<file path="config.mk">
export PLATFORM = sky130hd
export DESIGN_NAME = issue_ctrl
export DESIGN_NICKNAME = d
export VERILOG_FILES = /design/src/rtl/issue_ctrl.sv
export SDC_FILE = /design/constraint.sdc
export NUM_CORES = 1
export LEC_CHECK = 0
export ABC_AREA = 1
export BUFFER_PORTS_ARGS = -buffer_cell sky130_fd_sc_hd__buf_2
export CAP_MARGIN = 20
export CORE_ASPECT_RATIO = 0.75
export CORE_MARGIN = 3
export CORE_UTILIZATION = 60
export DETAILED_ROUTE_END_ITERATION = 16
export PLACE_DENSITY = 0.79
export SLEW_MARGIN = 20
export SYNTH_ARGS = -nofsm -noshare
export SYNTH_HDL_FRONTEND = slang
export SYNTH_SLANG_ARGS = --single-unit
export TNS_END_PERCENT = 5
</file>
<file path="constraint.sdc">
create_clock -name clk -period 5.67 [get_ports clk]
set_input_delay 0.8505 -clock clk [delete_from_list [all_inputs] [get_ports clk]]
set_output_delay 0.8505 -clock clk [all_outputs]
set_load 0.1 [all_outputs]
</file>
<file path="src/rtl/issue_ctrl.sv">
// rtl/issue_ctrl.sv - fetch-to-issue sequencing FIFO with resource and spacing gate
// Optional direct fetch-to-issue bypass when the queue is empty: define ISSUE_BYPASS_EN.
module issue_ctrl #(
  parameter int DEPTH = 8,
  parameter int PTR_W = 3,
  parameter int GAP   = 2
) (
  input  logic             clk,
  input  logic             rst,
  input  logic             rdy,
  input  logic             has_misbranch,
  input  logic             fetch_valid,
  input  logic [31:0]      fetch_inst,
  input  logic [31:0]      fetch_pc,
  input  logic             fetch_has_jump,
  output logic             fetch_ready,
  input  logic             rob_avail,
  input  logic             rs_avail,
  input  logic             slb_avail,
  output logic             can_issue,
  output logic [31:0]      inst,
  output logic [31:0]      pc,
  output logic             has_jump,
  output logic [PTR_W:0]   q_count
);

  localparam int               GAP_W    = (GAP > 1) ? $clog2(GAP) : 1;
  localparam logic [PTR_W:0]   FULL     = (PTR_W+1)'(DEPTH);
  localparam logic [GAP_W-1:0] GAP_LOAD = GAP_W'(GAP - 1);

  typedef enum logic {S_IDLE, S_GAP} state_t;

  state_t           state, state_next;
  logic [GAP_W-1:0] gap_cnt, gap_next;
  logic [PTR_W-1:0] head, tail;
  logic [PTR_W:0]   count;
  logic [31:0]      mem_inst [DEPTH];
  logic [31:0]      mem_pc   [DEPTH];
  logic             mem_jump [DEPTH];
  logic             push, pop, take_fetch;
  logic             head_ok, fetch_ok;

  function automatic logic needs_slb(input logic [6:0] opcode);
    return (opcode == 7'b0000011) || (opcode == 7'b0100011);
  endfunction

  assign fetch_ready = (count != FULL);
  assign q_count     = count;
  assign head_ok     = rob_avail && (needs_slb(mem_inst[head][6:0]) ? slb_avail : rs_avail);

`ifdef ISSUE_BYPASS_EN
  assign fetch_ok = rob_avail && (needs_slb(fetch_inst[6:0]) ? slb_avail : rs_avail);
`else
  assign fetch_ok = 1'b0;
`endif

  always_comb begin
    state_next = state;
    gap_next   = gap_cnt;
    pop        = 1'b0;
    take_fetch = 1'b0;
    push       = 1'b0;
    if (rdy && !has_misbranch) begin
      case (state)
        S_IDLE: begin
          if (count != '0 && head_ok) begin
            pop = 1'b1;
          end else if (count == '0 && fetch_valid && fetch_ok) begin
            take_fetch = 1'b1;
          end
          if (pop || take_fetch) begin
            gap_next = GAP_LOAD;
            if (GAP > 1) state_next = S_GAP;
          end
        end
        S_GAP: begin
          gap_next = (gap_cnt != '0) ? gap_cnt - GAP_W'(1) : '0;
          if (gap_cnt <= GAP_W'(1)) state_next = S_IDLE;
        end
        default: state_next = S_IDLE;
      endcase
      // A bypassed instruction goes straight to the outputs and never occupies a slot.
      push = fetch_valid && fetch_ready && !take_fetch;
    end else if (rdy) begin
      state_next = S_IDLE;
      gap_next   = '0;
    end
  end

  always_ff @(posedge clk or negedge rst) begin
    if (!rst) begin
      state   <= S_IDLE;
      gap_cnt <= '0;
    end else begin
      state   <= state_next;
      gap_cnt <= gap_next;
    end
  end

  always_ff @(posedge clk or negedge rst) begin
    if (!rst) begin
      head      <= '0;
      tail      <= '0;
      count     <= '0;
      can_issue <= 1'b0;
      inst      <= '0;
      pc        <= '0;
      has_jump  <= 1'b0;
    end else if (rdy) begin
      if (has_misbranch) begin
        head      <= '0;
        tail      <= '0;
        count     <= '0;
        can_issue <= 1'b0;
      end else begin
        can_issue <= pop || take_fetch;
        if (pop) begin
          inst     <= mem_inst[head];
          pc       <= mem_pc[head];
          has_jump <= mem_jump[head];
          head     <= head + PTR_W'(1);
        end else if (take_fetch) begin
          inst     <= fetch_inst;
          pc       <= fetch_pc;
          has_jump <= fetch_has_jump;
        end
        if (push) tail <= tail + PTR_W'(1);
        if (push && !pop) begin
          count <= count + (PTR_W+1)'(1);
        end else if (pop && !push) begin
          count <= count - (PTR_W+1)'(1);
        end
      end
    end
  end

  // Storage is not reset; head/tail/count define which entries are live.
  always_ff @(posedge clk) begin
    if (push) begin
      mem_inst[tail] <= fetch_inst;
      mem_pc[tail]   <= fetch_pc;
      mem_jump[tail] <= fetch_has_jump;
    end
  end

endmodule

</file>
# --- After elaboration in Yosys (flattened, before gate mapping) ---
# Memories as Yosys holds them, arrays and structs flattened. A register that Yosys moved wholly into a read port is not among the register bits.
# Index checks and enable logic that the tools add are counted.
classes:
  n_addsub: 5
  magnitude_cmp: 1
  n_eq_ne: 4
  muxes: 33
  bitwise: 2
  n_reduce_logical: 27
op_table:
  columns: ["op", "n"]
  rows:
  - ["$mux 32", 2]
  - ["$mux 1", 22]
  - ["$mux 3", 4]
  - ["$mux 4", 3]
  - ["$reduce_and 2->1", 4]
  - ["$reduce_bool 2->1", 4]
  - ["$eq 7x2->1 const B", 1]
  - ["$eq 7x6->1 const B", 1]
  - ["$logic_and 1x1->1", 7]
  - ["$add 3x1->3 const B", 2]
  - ["$logic_not 1->1", 6]
  - ["$add 4x1->4 const B", 1]
  - ["$ne 4x4->1 const B", 1]
  - ["$pmux 1 s2", 2]
  - ["$reduce_bool 4->1", 1]
  - ["$sub 4x1->4 const B", 1]
  - ["$logic_or 1x1->1", 3]
  - ["$ne 3x3->1 const B", 1]
  - ["$reduce_and 3->1", 1]
  - ["$reduce_bool 3->1", 1]
  - ["$not 1->1", 2]
  - ["$le 1x1->1 const B", 1]
  - ["$sub 1x1->1 const B", 1]
totals:
  register_bits: 45
  ramBits: 520
  inputBits: 73
  output_inout_bits: 71
  wordCells: 82
  mem_count: 3
memory_table:
  columns: ["memory", "depth", "width", "read_ports", "rd_ports_with_merged_regs", "write_ports", "line_no", "rtl"]
  rows:
  - ["mem_inst", 8, 32, 1, 0, 1, "37", "logic [31:0] mem_inst [DEPTH];"]
  - ["mem_pc", 8, 32, 1, 1, 1, "38", "logic [31:0] mem_pc [DEPTH];"]
  - ["mem_jump", 8, 1, 1, 1, 1, "39", "logic mem_jump [DEPTH];"]

# --- Logic depth before layout (Yosys ltp) ---
# An unclocked memory read counts as a cell.
logic_depth:
  ltp_word: 15
  depth_mapped: 23

# --- Least setup slack after synthesis ---
# No wires, ideal clock.
synth_timing:
  path_kind: "flip-flop to flip-flop"
  start: "reg count[1], in the netlist q_count[1]"
  end: "mem mem_inst[0][0] (enable)"
  arrival_time_ps: 5303
  required_time_ps: 5182
  path_slack_ps: -121
  path_stages_with_launch: 7
  path_buffers: 0
  synth_period_minus_slack_ps: 5791
  cell_sequence: "dfrtp_1 -> nor2_1 -> nand3b_1 -> nand3_1 -> inv_1 -> nand2_1 -> nor2_1"
synth_via:
  elab_chain_len: 6
synth_rtl:
  columns: ["element", "line_no", "rtl"]
  rows:
  - ["from (decl)", "36", "logic [PTR_W:0] count;"]
  - ["from (signal assigned)", "129", "count <= count + (PTR_W+1)'(1);"]
  - ["from (signal assigned)", "131", "count <= count - (PTR_W+1)'(1);"]
  - ["$ne 4x4->1", "47", "assign fetch_ready = (count != FULL);"]
  - ["net fetch_ready", "16", "output logic fetch_ready,"]
  - ["$logic_and 1x1->1 (2 in a row)", "83", "push = fetch_valid && fetch_ready && !take_fetch;"]
  - ["$mux 1", "63", "if (rdy && !has_misbranch) begin"]
  - ["$mux 1", "139", "if (push) begin"]
  - ["$mux 1 (not written as such)", "140", "mem_inst[tail] <= fetch_inst;"]
  - ["to (decl)", "37", null]
# The timed path passes the listed nets, and every way through them passes these cells.

# --- Worst setup path after layout ---
layout_timing:
  start: "reg head[0]"
  end: "reg inst[21], read port of mem_inst"
layout_via:
  elab_chain_len: 13
layout_rtl:
  columns: ["element", "line_no", "rtl"]
  rows:
  - ["from (decl)", "35", "logic [PTR_W-1:0] head, tail;"]
  - ["from (signal assigned)", "121", "head <= head + PTR_W'(1);"]
  - ["$mem_v2 8x32 (*)", null, null]
  - ["$eq 7x2->1 or $eq 7x6->1 (tied branches)", "44", "return (opcode == 7'b0000011) || (opcode == 7'b0100011);"]
  - ["$logic_or 1x1->1", "44", null]
  - ["$mux 1", "49", "assign head_ok = rob_avail && (needs_slb(mem_inst[head][6:0]) ? slb_avail : rs_avail);"]
  - ["$logic_and 1x1->1", "49", null]
  - ["$logic_and 1x1->1", "66", "if (count != '0 && head_ok) begin"]
  - ["$mux 1", "66", null]
  - ["$mux 1", "64", "case (state)"]
  - ["$mux 1", "63", null]
  - ["$mux 1", "64", null]
  - ["$mux 1", "63", null]
  - ["$reduce_bool 2->1 (no line)", null, null]
  - ["$reduce_and 3->1 (no line)", null, null]
  - ["to (decl)", "21", "output logic [31:0] inst,"]
# Every way passes the cells marked *; elsewhere a longest branch is shown, timed or not. The select of a mux whose other input is x is not followed.
# A chain may end at the register's enable or synchronous reset.

==> run metrics <==
outcome complete, no violations; critical path type flip-flop to flip-flop; TritonCTS clock tree yes; power share of the clock group 0.278; number of vias per cell 6.03; Distinct cells, synth 31; clk_lat worst skew 580 ps; FF/Latch Area 17500 µm²; Initial Util 0.612; PnR Total Power 0.0120 W; CP Launch Type flip-flop; placed cells 2267; PwrDens 470 nW/µm²; worst vdd ir 0.000393 V; Core Rows 61; total grt overflow 0; P&R area growth vs syn 12.0%; total number of vias 14300; clock slew at reported path FFs 60 ps; Yosys Warn Count 0; Final WS setup 1390 ps; Pins Over Slew Limit 0; internal power 0.00753 W; Reg power frac 0.443; Post-CTS Setup Inserts 0; Clock Sink Count 597; Max Fclk 234 MHz; Arr. time, crit path 4760 ps; antenna-violating nets left 0; first-pass GRT wire length 78600 µm; Crit Path Max Fanout 120; TritonRoute pass-1 iters 5; Resized Gates After CTS 0; hold_buf cts 0; DRT iter0 DRCs 1576; Seq/Total Area, Yosys 0.767; Tcrit/Tclk final 0.755; H-tree levels 2; CP endpoint kind flip-flop; combinational power share 0.279; core area 37300 µm²; #FFs+latches synth 597; fin cells 2370; worst min path class input pin to asynchronous set/reset pin; IO Count 144; Switching Share 0.375; share of layout cells above drive strength 1 0.139; Slew @ Worst Pin 1100 ps; Multi-input gate area 4690 µm²; Final Setup Violations 0; Worst Skew 15.1 ps; Hold Fails Final Rpt 0; Root Buffer Master clkbuf_16; cell area after synthesis 22900 µm²; total track usage 0.250; die width 231 µm; cell count after synthesis 1709; Static Leak 9.13 nW; initial antenna violation count 8; worst r2r dst inst[21]$_DFFE_PN0P_; final WL 50800 µm; FF-to-FF setup slack 1390 ps; IO buf count 143; Finished Core Util 0.686; final setup TNS 0 ps; largest net degree at the start of global routing 180; WL per Instance 21.4 µm; # fillers 2518; DRC Markers 0; Final GP Congestion 0.757; Num CTS Buffers 53; Die Ht 175 µm; Die ar. 40500 µm²; FF-to-FF path depth 13; HPWL Detailed 26500 µm; Worst Path Required 6150 ps; pre-CTS setup slack 1470 ps; Avg Cell Area, Syn 13.4 µm²; vias in the first global route 14000; max-cap violation count 0; RSZ-0062 raised after global routing false; sw power 0.00451 W; Final min period 4280 ps; synthesized net count 1787; worst r2r src head[0]$_DFFE_PN0P_; Final nets 1896; clk buf depth 3; Relative slew margins 0.266
-- stage by stage --
step | instance area (µm²) | hold slack, ps
2_1_floorplan | 22900 | 492
3_3_place_gp | 24000 | 467
3_5_place_dp | 24000 | 464
4_1_cts | 25600 | 137
5_1_grt | 25600 | 162
6_report | 25600 | 162
-- kinds of logic (layout without fill, tap and decap cells) --
| kind of cell | Yosys count | count (layout) | synth area share |
|---|---|---|---|
| flip-flops | 597 | 597 | 0.767 |
| XOR/XNOR | 4 | 4 | 0.00153 |
| buffers and inverters | 161 | 314 | 0.0302 |
| adder cells (fa/ha/maj) | 5 | 5 | 0.00307 |
| AND/OR/NAND/NOR | 444 | 444 | 0.0755 |
| AO/OA/AOI/OAI | 498 | 498 | 0.122 |
| other | 0 | 4 | 0 |
-- synth_stat cells --
library cell,number,share of area
edfxtp_1,520,0.68
o21ai_0,306,0.067
nor2_1,263,0.043
nand2_1,151,0.025
clkbuf_1,80,0.013
dfrtp_1,77,0.084
o21ai_1,64,0.014
o22ai_1,61,0.017
o221ai_1,59,0.023
inv_1,44,0.0072
nand3_1,24,0.0053
buf_2,19,0.0042
buf_6,6,0.0030
a21oi_1,4,0.00088
a31oi_1,4,0.0011
ha_1,4,0.0022
buf_1,3,0.00049
buf_4,3,0.00099
xnor2_1,3,0.0011
clkbuf_2,2,0.00044
nand3_2,2,0.00088
clkinv_1,1,0.00016
clkinv_2,1,0.00022
fa_1,1,0.00088
inv_2,1,0.00016
inv_4,1,0.00027
nand2_2,1,0.00027
nand2_4,1,0.00049
nand3b_1,1,0.00033
nand4_1,1,0.00027
xor2_1,1,0.00038
-- worst max-delay path, stage by stage (launching register included) --
cell,delay [ps]
dfrtp_4,1010
inv_6,490
nand2_1,190
nand2_1,70
nand2_1,60
o21ai_0,100
nand2_1,80
nand2_1,70
nor2_1,220
nand3_1,200
nand3_4,380
buf_4,890
nand2_1,140
o21ai_1,130
-- power groups by stage --
stage,combinational (W),sequential (W),clock [W]
CTS,0.00336,0.00534,0.00340
finish,0.00335,0.00533,0.00335
detailed placement,0.00335,0.00542,0
global placement,0.00328,0.00542,0
global route,0.00355,0.00537,0.00358
floorplan,0.00100,0.00706,0
-- cell type report --
type                    count  area share
flip-flops and latches    597       0.685
multi-input cells         951       0.183
clock buffers              79      0.0575
repair buffers            167      0.0365
well taps                 504      0.0246
inverters                  48     0.00743
clock inverters            20     0.00503
diodes                      4    0.000391
-- worst max path at each step --
stage                     cells past startpoint                    from  slack (ps)                  endpoint
after floorplan                               6  q_count[1]$_DFFE_PN0P_        -120  mem_inst[0][0]$_DFFE_PP_
after global placement                       19     head[0]$_DFFE_PN0P_        1640    q_count[3]$_DFFE_PN0P_
after detailed placement                     13     head[0]$_DFFE_PN0P_        1470      inst[10]$_DFFE_PN0P_
after CTS                                    12     head[0]$_DFFE_PN0P_        1450      inst[16]$_DFFE_PN0P_
after global routing                         13     head[0]$_DFFE_PN0P_        1040      inst[21]$_DFFE_PN0P_
final                                        13     head[0]$_DFFE_PN0P_        1390      inst[21]$_DFFE_PN0P_
-- layout by cell type (no fill, tap or decap), types with 5 or more instances in the layout --
cell type	instances
buf_2	142
buf_4	22
clkbuf_1	21
clkbuf_16	53
clkbuf_8	5
clkinv_1	5
clkinv_2	13
dfrtp_1	75
edfxtp_1	520
inv_1	44
nand2_1	151
nand3_1	24
nor2_1	255
nor2_4	8
o21ai_0	306
o21ai_1	64
o221ai_1	59
o22ai_1	61
-- registers in the layout (all words and copies together) (netlist names) --
| name | cells |
|---|---|
| head | 3 |
| inst | 32 |
| can_issue | 1 |
| mem_inst | 256 |
| mem_pc | 256 |
| state | 1 |
| has_jump | 1 |
| mem_jump | 8 |
| pc | 32 |
| tail | 3 |
| q_count | 4 |
-- per-layer routing --
metal / global-route usage / part of all wire
met1: 0.357 / 0.41
met5: 0 / 0.0014
met4: 0.0728 / 0.021
met3: 0.0473 / 0.082
met2: 0.402 / 0.48
Note: power is estimated with default switching activity, not from simulation.
